`src/rtl/fifo_drain_arbiter.sv`:
```
// -----------------------------------------------------------------------------
// fifo_drain_arbiter
//
// Round-robin scheduler that shares one valid/ready output stream among NCH
// per-channel sample FIFOs. One non-empty channel is granted at a time and a
// burst of up to BURST words is drained from it. Each word costs three
// cycles: RD (single-cycle read strobe), WAIT (FIFO dataOut settles after the
// read edge and is captured) and OUT (word held until accepted).
//
// Parameters:
//   NCH   - number of channel FIFOs (2..32)
//   WBITS - FIFO word width
//   BURST - maximum words per grant (1..65535)
//   CHW   - width of the channel id output (2**CHW >= NCH)
//
// Ports:
//   clk        - system clock
//   rst        - asynchronous, active-high reset
//   fifo_empty - per-channel empty flags
//   fifo_cnt   - per-channel fill counts, 16 bits each, channel i at [16i +: 16]
//   fifo_dout  - per-channel dataOut, channel i at [WBITS*i +: WBITS]
//   fifo_rd    - one-hot read strobe to the granted FIFO
//   out_data   - output word
//   out_valid  - out_data valid
//   out_ready  - downstream accepts the word when out_valid && out_ready
//   out_sop    - first word of a burst
//   out_eop    - last word of a burst
//   out_ch     - channel id of the current burst
//   abort      - one-cycle pulse when a burst ends early on underrun
//   busy       - high in every state except IDLE
//
// Optional feature (compile-time macro FIFO_ARB_PRIO0_EN):
//   When defined, channel 0 has strict priority over all other channels and
//   its bursts leave the round-robin pointer untouched. When undefined, the
//   arbiter is pure round-robin over all NCH channels.
// -----------------------------------------------------------------------------
module fifo_drain_arbiter #(
    parameter int NCH   = 4,
    parameter int WBITS = 8,
    parameter int BURST = 16,
    parameter int CHW   = 5
) (
    input  logic                   clk,
    input  logic                   rst,
    input  logic [NCH-1:0]         fifo_empty,
    input  logic [16*NCH-1:0]      fifo_cnt,
    input  logic [WBITS*NCH-1:0]   fifo_dout,
    output logic [NCH-1:0]         fifo_rd,
    output logic [WBITS-1:0]       out_data,
    output logic                   out_valid,
    input  logic                   out_ready,
    output logic                   out_sop,
    output logic                   out_eop,
    output logic [CHW-1:0]         out_ch,
    output logic                   abort,
    output logic                   busy
);

    // Per-channel inputs are spread over a power-of-two table so that a
    // CHW-bit channel id indexes it directly; unused slots read as empty.
    localparam int NSLOT = 1 << CHW;

    localparam logic [1:0] S_IDLE = 2'd0;
    localparam logic [1:0] S_RD   = 2'd1;
    localparam logic [1:0] S_WAIT = 2'd2;
    localparam logic [1:0] S_OUT  = 2'd3;

    localparam logic [15:0]    BURST_W = 16'(BURST);
    localparam logic [CHW-1:0] LAST_CH = CHW'(NCH - 1);

    logic [1:0]       state_reg;
    logic [CHW-1:0]   rr_ptr_reg;
    logic [CHW-1:0]   ch_reg;
    logic [15:0]      remaining_reg;
    logic             first_reg;
    logic [WBITS-1:0] out_data_reg;
    logic             out_valid_reg;
    logic             out_sop_reg;
    logic             out_eop_reg;
    logic             abort_reg;

    logic [NSLOT-1:0] empty_slot;
    logic [15:0]      cnt_slot  [NSLOT];
    logic [WBITS-1:0] dout_slot [NSLOT];

    genvar gi;
    generate
        for (gi = 0; gi < NSLOT; gi++) begin : g_slot
            if (gi < NCH) begin : g_real
                assign empty_slot[gi] = fifo_empty[gi];
                assign cnt_slot[gi]   = fifo_cnt[16*gi +: 16];
                assign dout_slot[gi]  = fifo_dout[WBITS*gi +: WBITS];
            end else begin : g_pad
                assign empty_slot[gi] = 1'b1;
                assign cnt_slot[gi]   = 16'd0;
                assign dout_slot[gi]  = '0;
            end
        end
    endgenerate

    // Grant search: first non-empty channel after rr_ptr, wrapping at NCH.
    logic           grant_found;
    logic [CHW-1:0] grant_ch;
    int             idx;

    always_comb begin
        grant_found = 1'b0;
        grant_ch    = '0;
        idx         = 0;
        for (int k = 1; k <= NCH; k++) begin
            idx = int'(rr_ptr_reg) + k;
            if (idx >= NCH) begin
                idx = idx - NCH;
            end
            if (!grant_found && !empty_slot[idx[CHW-1:0]]) begin
                grant_found = 1'b1;
                grant_ch    = idx[CHW-1:0];
            end
        end
`ifdef FIFO_ARB_PRIO0_EN
        if (!empty_slot[0]) begin
            grant_found = 1'b1;
            grant_ch    = '0;
        end
`endif
    end

    // Burst length = min(count, BURST); a zero count on a non-empty FIFO
    // still holds at least one word.
    logic [15:0] grant_cnt;
    logic [15:0] grant_len;

    always_comb begin
        grant_cnt = cnt_slot[grant_ch];
        if (grant_cnt == 16'd0) begin
            grant_len = 16'd1;
        end else if (grant_cnt > BURST_W) begin
            grant_len = BURST_W;
        end else begin
            grant_len = grant_cnt;
        end
    end

    // Channel-0 bursts do not advance the pointer when channel 0 is the
    // priority channel, so the other channels keep their rotation.
    logic rr_hold;
`ifdef FIFO_ARB_PRIO0_EN
    assign rr_hold = (ch_reg == '0);
`else
    assign rr_hold = 1'b0;
`endif

    // The read strobe is combinational so an underrun seen in RD suppresses
    // it in the same cycle.
    logic rd_en;
    assign rd_en = (state_reg == S_RD) && !empty_slot[ch_reg];

    generate
        for (gi = 0; gi < NCH; gi++) begin : g_rd
            assign fifo_rd[gi] = rd_en && (ch_reg == CHW'(gi));
        end
    endgenerate

    always_ff @(posedge clk or posedge rst) begin
        if (rst) begin
            state_reg     <= S_IDLE;
            rr_ptr_reg    <= LAST_CH;
            ch_reg        <= '0;
            remaining_reg <= 16'd0;
            first_reg     <= 1'b0;
            out_data_reg  <= '0;
            out_valid_reg <= 1'b0;
            out_sop_reg   <= 1'b0;
            out_eop_reg   <= 1'b0;
            abort_reg     <= 1'b0;
        end else begin
            abort_reg <= 1'b0;
            case (state_reg)
                S_IDLE: begin
                    if (grant_found) begin
                        ch_reg        <= grant_ch;
                        remaining_reg <= grant_len;
                        first_reg     <= 1'b1;
                        state_reg     <= S_RD;
                    end
                end
                S_RD: begin
                    if (empty_slot[ch_reg]) begin
                        abort_reg <= 1'b1;
                        if (!rr_hold) begin
                            rr_ptr_reg <= ch_reg;
                        end
                        state_reg <= S_IDLE;
                    end else begin
                        state_reg <= S_WAIT;
                    end
                end
                S_WAIT: begin
                    out_data_reg  <= dout_slot[ch_reg];
                    out_valid_reg <= 1'b1;
                    out_sop_reg   <= first_reg;
                    out_eop_reg   <= (remaining_reg == 16'd1);
                    first_reg     <= 1'b0;
                    state_reg     <= S_OUT;
                end
                S_OUT: begin
                    if (out_ready) begin
                        out_valid_reg <= 1'b0;
                        out_sop_reg   <= 1'b0;
                        out_eop_reg   <= 1'b0;
                        remaining_reg <= remaining_reg - 16'd1;
                        if (out_eop_reg) begin
                            if (!rr_hold) begin
                                rr_ptr_reg <= ch_reg;
                            end
                            state_reg <= S_IDLE;
                        end else begin
                            state_reg <= S_RD;
                        end
                    end
                end
                default: state_reg <= S_IDLE;
            endcase
        end
    end

    assign out_data  = out_data_reg;
    assign out_valid = out_valid_reg;
    assign out_sop   = out_sop_reg;
    assign out_eop   = out_eop_reg;
    assign out_ch    = ch_reg;
    assign abort     = abort_reg;
    assign busy      = (state_reg != S_IDLE);

endmodule

```
`config.mk`:
```
export PLATFORM = sky130hd
export DESIGN_NAME = fifo_drain_arbiter
export DESIGN_NICKNAME = d
export VERILOG_FILES = /design/src/rtl/fifo_drain_arbiter.sv
export SDC_FILE = /design/constraint.sdc
export NUM_CORES = 1
export LEC_CHECK = 0
export CELL_PAD_IN_SITES_DETAIL_PLACEMENT = 0
export CELL_PAD_IN_SITES_GLOBAL_PLACEMENT = 2
export CORE_ASPECT_RATIO = 0.6
export CORE_MARGIN = 2
export CORE_UTILIZATION = 40
export CTS_CLUSTER_DIAMETER = 80
export DETAILED_ROUTE_END_ITERATION = 10
export DONT_BUFFER_PORTS = 1
export GPL_ROUTABILITY_DRIVEN = 0
export PLACE_DENSITY = 0.95
export SLEW_MARGIN = 5
export SYNTH_ARGS = -nofsm -noshare
export SYNTH_HDL_FRONTEND = slang
export SYNTH_SLANG_ARGS = --single-unit
export TNS_END_PERCENT = 20
```
`constraint.sdc`:
```
create_clock -name clk -period 13.5 [get_ports clk]
set_input_delay 2.025 -clock clk [delete_from_list [all_inputs] [get_ports clk]]
set_output_delay 2.025 -clock clk [all_outputs]
set_load 0.01 [all_outputs]
```
==> results.yml <==
timing:
  relSlewSlack_pct: 41.1
  final-max-slew-violation-count: 0
  fmax_mhz: 175
  worstMarginPinSlew_ns: 0.883
  min_period_over_period_pct: 42.3
  finalSetupTns_ns: 0
  hold_violations: 0
  finalCriticalPeriod_ns: 5.71
  setup_viol: 0
  fin_worst_skew_ns: 0.00693
  rsz0062_at_grt: "no"
place:
  postPlaceCellArea_um2: 3820
  io_buffers: 0
  post-place-cells: 537
  dp_hpwl_um: 7670
worst_setup_path:
  cp.required_ns: 11.48
  worstPathMaxFanout: 5
  start_kind: "input pin"
  arrival_ns: 3.68
  crit_path_end_kind: "output pin"
  critPathKind: "input pin to output pin"
grt:
  grt_pass1_wl_um: 16200
  busiest_layer: "met1"
  antenna_found_initial: 0
  grt_usage_pct: 19.8
  grt_max_degree: 42
  grt_overflow: 0
  grtUsageMet1_pct: 30.0
  grt_util_met2_pct: 28.7
  use_met3_pct: 4.51
  grt_pass1_vias: 3122
synthesis:
  ys_seq_area_share_pct: 27.5
  yosys.cell_types.count: 62
  synth_edf_count: 0
  syn_area_per_cell_um2: 8.54
  syn_nets: 560
  ys.flop_type: "dfrtp_1"
  async_flop_share_pct: 100
  syn_area_um2: 3740
  yosys_warnings: 0
  syn_inst: 438
  ys_ff_latch: 41
finish:
  layout_common_cells: "nor2_1, nand2_1, dfrtp_1"
  stdcell_count: 545
  fin_nets: 550
  drive_above_1_share_pct: 11.0
  final_common_cell: "nor2_1"
  antenna_cells: 0
  final_area_um2: 3990
  largest_reg_flops: 16
  area_growth_pct: 6.59
clocking:
  worstSkewPairLatency_ns: 0.28
  cts_resized: 0
  clockBufferDepth: 2
  cts_tree: "done"
  cts_sinks: 41
  holdBufCountCts: 0
  clk_pin_slew_ns: 0.05
  cts_buffers: 5
  postCtsSetupRepairBufs: 0
  clock-root-buffer: "clkbuf_16"
  h-tree-depth: 2
power:
  p_int_w: 0.000557
  swShare_pct: 51.1
  pwr-share-comb_pct: 66.3
  pwr-share-seq_pct: 22.0
  total_power_w: 0.00114
  powerDensity_nw_per_um2: 286
  peakVddDrop_uv: 109
  p_leak_nw: 1.63
  switchingPower_w: 0.000583
  pwr-share-clk_pct: 11.8
run_status:
  status: "finished clean"
floorplan:
  initial_core_util_pct: 41.0
  die_y_um: 78.9
  die-area_um2: 10200
  ios: 125
  die_x_um: 129
  rows: 27
  core_area_um2: 9120
run:
  drv_cap: 0
route:
  drt_iter0_drc: 326
  ant_nets: 0
  wl_per_cell_um: 18.7
  vias: 3403
  drc: 0
  wl_um: 10200
  first_pass_iters: 5
  avgViaCountPerCell: 6.24
hold_path:
  hold_path.class: "flop to flop"
-- per-layer routing --
| metal | wire [µm] | vias up |
|---|---|---|
| li1 | - | 1641 |
| met1 | 5050 | 1604 |
| met2 | 4200 | 142 |
| met3 | 800 | 16 |
| met4 | 139 | 0 |
| met5 | 0 | - |
-- stage by stage --
| step | worst slack [ns] | util, % | hold slack [ns] |
|---|---|---|---|
| 4_1_cts | 7.76 | 43.7 | 0.476 |
| 5_1_grt | 7.62 | 43.7 | 0.493 |
| 3_5_place_dp | 7.78 | 41.9 | 0.468 |
| 3_3_place_gp | 7.80 | 41.9 | 0.459 |
| 6_report | 7.79 | 43.7 | 0.474 |
| 2_1_floorplan | 8.05 | - | 0.442 |
-- worst max-delay path, stage by stage --
cell     delay [ns]
mux4_2         0.47
nor4_1         0.44
nand2_1        0.20
nor4b_1        0.55
-- power groups by stage --
| stage | Combinational, W | Sequential [W] | Clock [W] |
|---|---|---|---|
| 6_report | 0.000755 | 0.000250 | 0.000134 |
| 5_1_grt | 0.000838 | 0.000257 | 0.000144 |
| 4_1_cts | 0.000748 | 0.000249 | 0.000137 |
| 3_5_place_dp | 0.000743 | 0.000251 | 0 |
| 3_3_place_gp | 0.000731 | 0.000250 | 0 |
| 2_1_floorplan | 0.000626 | 0.000217 | 0 |
-- layout make-up --
type | instances | area (µm²)
Fill cell | 899 | 5130
Multi-Input combinational cell | 362 | 2570
Sequential cell | 41 | 1030
Tap cell | 116 | 145
Clock buffer | 6 | 129
Inverter | 14 | 52.6
Clock inverter | 2 | 35.0
Timing Repair Buffer | 4 | 30.0
-- synth_stat cells (3+ instances only) --
| cell | n | area, µm² |
|---|---|---|
| nand2_1 | 44 | 165 |
| inv_1 | 14 | 52.6 |
| or4_1 | 3 | 22.5 |
| nor4_1 | 11 | 68.8 |
| o22ai_1 | 5 | 31.3 |
| a21o_1 | 7 | 52.6 |
| nor4b_1 | 3 | 26.3 |
| xnor2_1 | 8 | 70.1 |
| a41oi_1 | 3 | 26.3 |
| nor2b_1 | 5 | 31.3 |
| buf_2 | 5 | 25.0 |
| o21ai_0 | 31 | 155 |
| o211ai_1 | 5 | 37.5 |
| xor2_1 | 4 | 35.0 |
| a221o_1 | 5 | 50.1 |
| nor2_1 | 46 | 173 |
| a31oi_1 | 11 | 68.8 |
| mux2_2 | 5 | 56.3 |
| nand2b_1 | 5 | 31.3 |
| mux4_2 | 14 | 315 |
| o31ai_1 | 5 | 37.5 |
| clkbuf_1 | 13 | 48.8 |
| mux2i_1 | 4 | 40.0 |
| a21oi_1 | 30 | 150 |
| a221oi_1 | 3 | 26.3 |
| or2_2 | 5 | 31.3 |
| nor3_1 | 20 | 100 |
| a211oi_1 | 4 | 30.0 |
| ha_1 | 19 | 238 |
| a22o_1 | 11 | 96.3 |
| and3_1 | 6 | 37.5 |
| dfrtp_1 | 39 | 976 |
| or3_1 | 3 | 18.8 |
| nand3_1 | 6 | 30.0 |
-- cell families after synthesis --
group | count (synthesis) | synth area share [%]
compound gates | 140 | 26.0
xor+xnor | 12 | 2.81
fa+ha+maj | 19 | 6.35
buf+inv | 35 | 3.88
flops | 41 | 27.5
mux | 24 | 11.3
simple gates | 167 | 22.2
-- worst paths after layout --
kind                                               start                            end  slack, ns  cells after the start
max in group asynchronous                            rst  remaining_reg[13]$_DFFE_PP0P_      11.36                      2
hold / removal             remaining_reg[15]$_DFFE_PP0P_  remaining_reg[15]$_DFFE_PP0P_       0.47                      1
setup / recovery                           fifo_empty[3]                     fifo_rd[2]       7.79                      4
min in group asynchronous                            rst        out_data[4]$_DFFE_PP0P_       1.76                      2
hold reg to reg            remaining_reg[15]$_DFFE_PP0P_  remaining_reg[15]$_DFFE_PP0P_       0.47                      1
setup reg to reg               rr_ptr_reg[0]$_DFFE_PP1P_   remaining_reg[1]$_DFFE_PP0P_       8.15                     16
(Power assumes the default switching activity.)
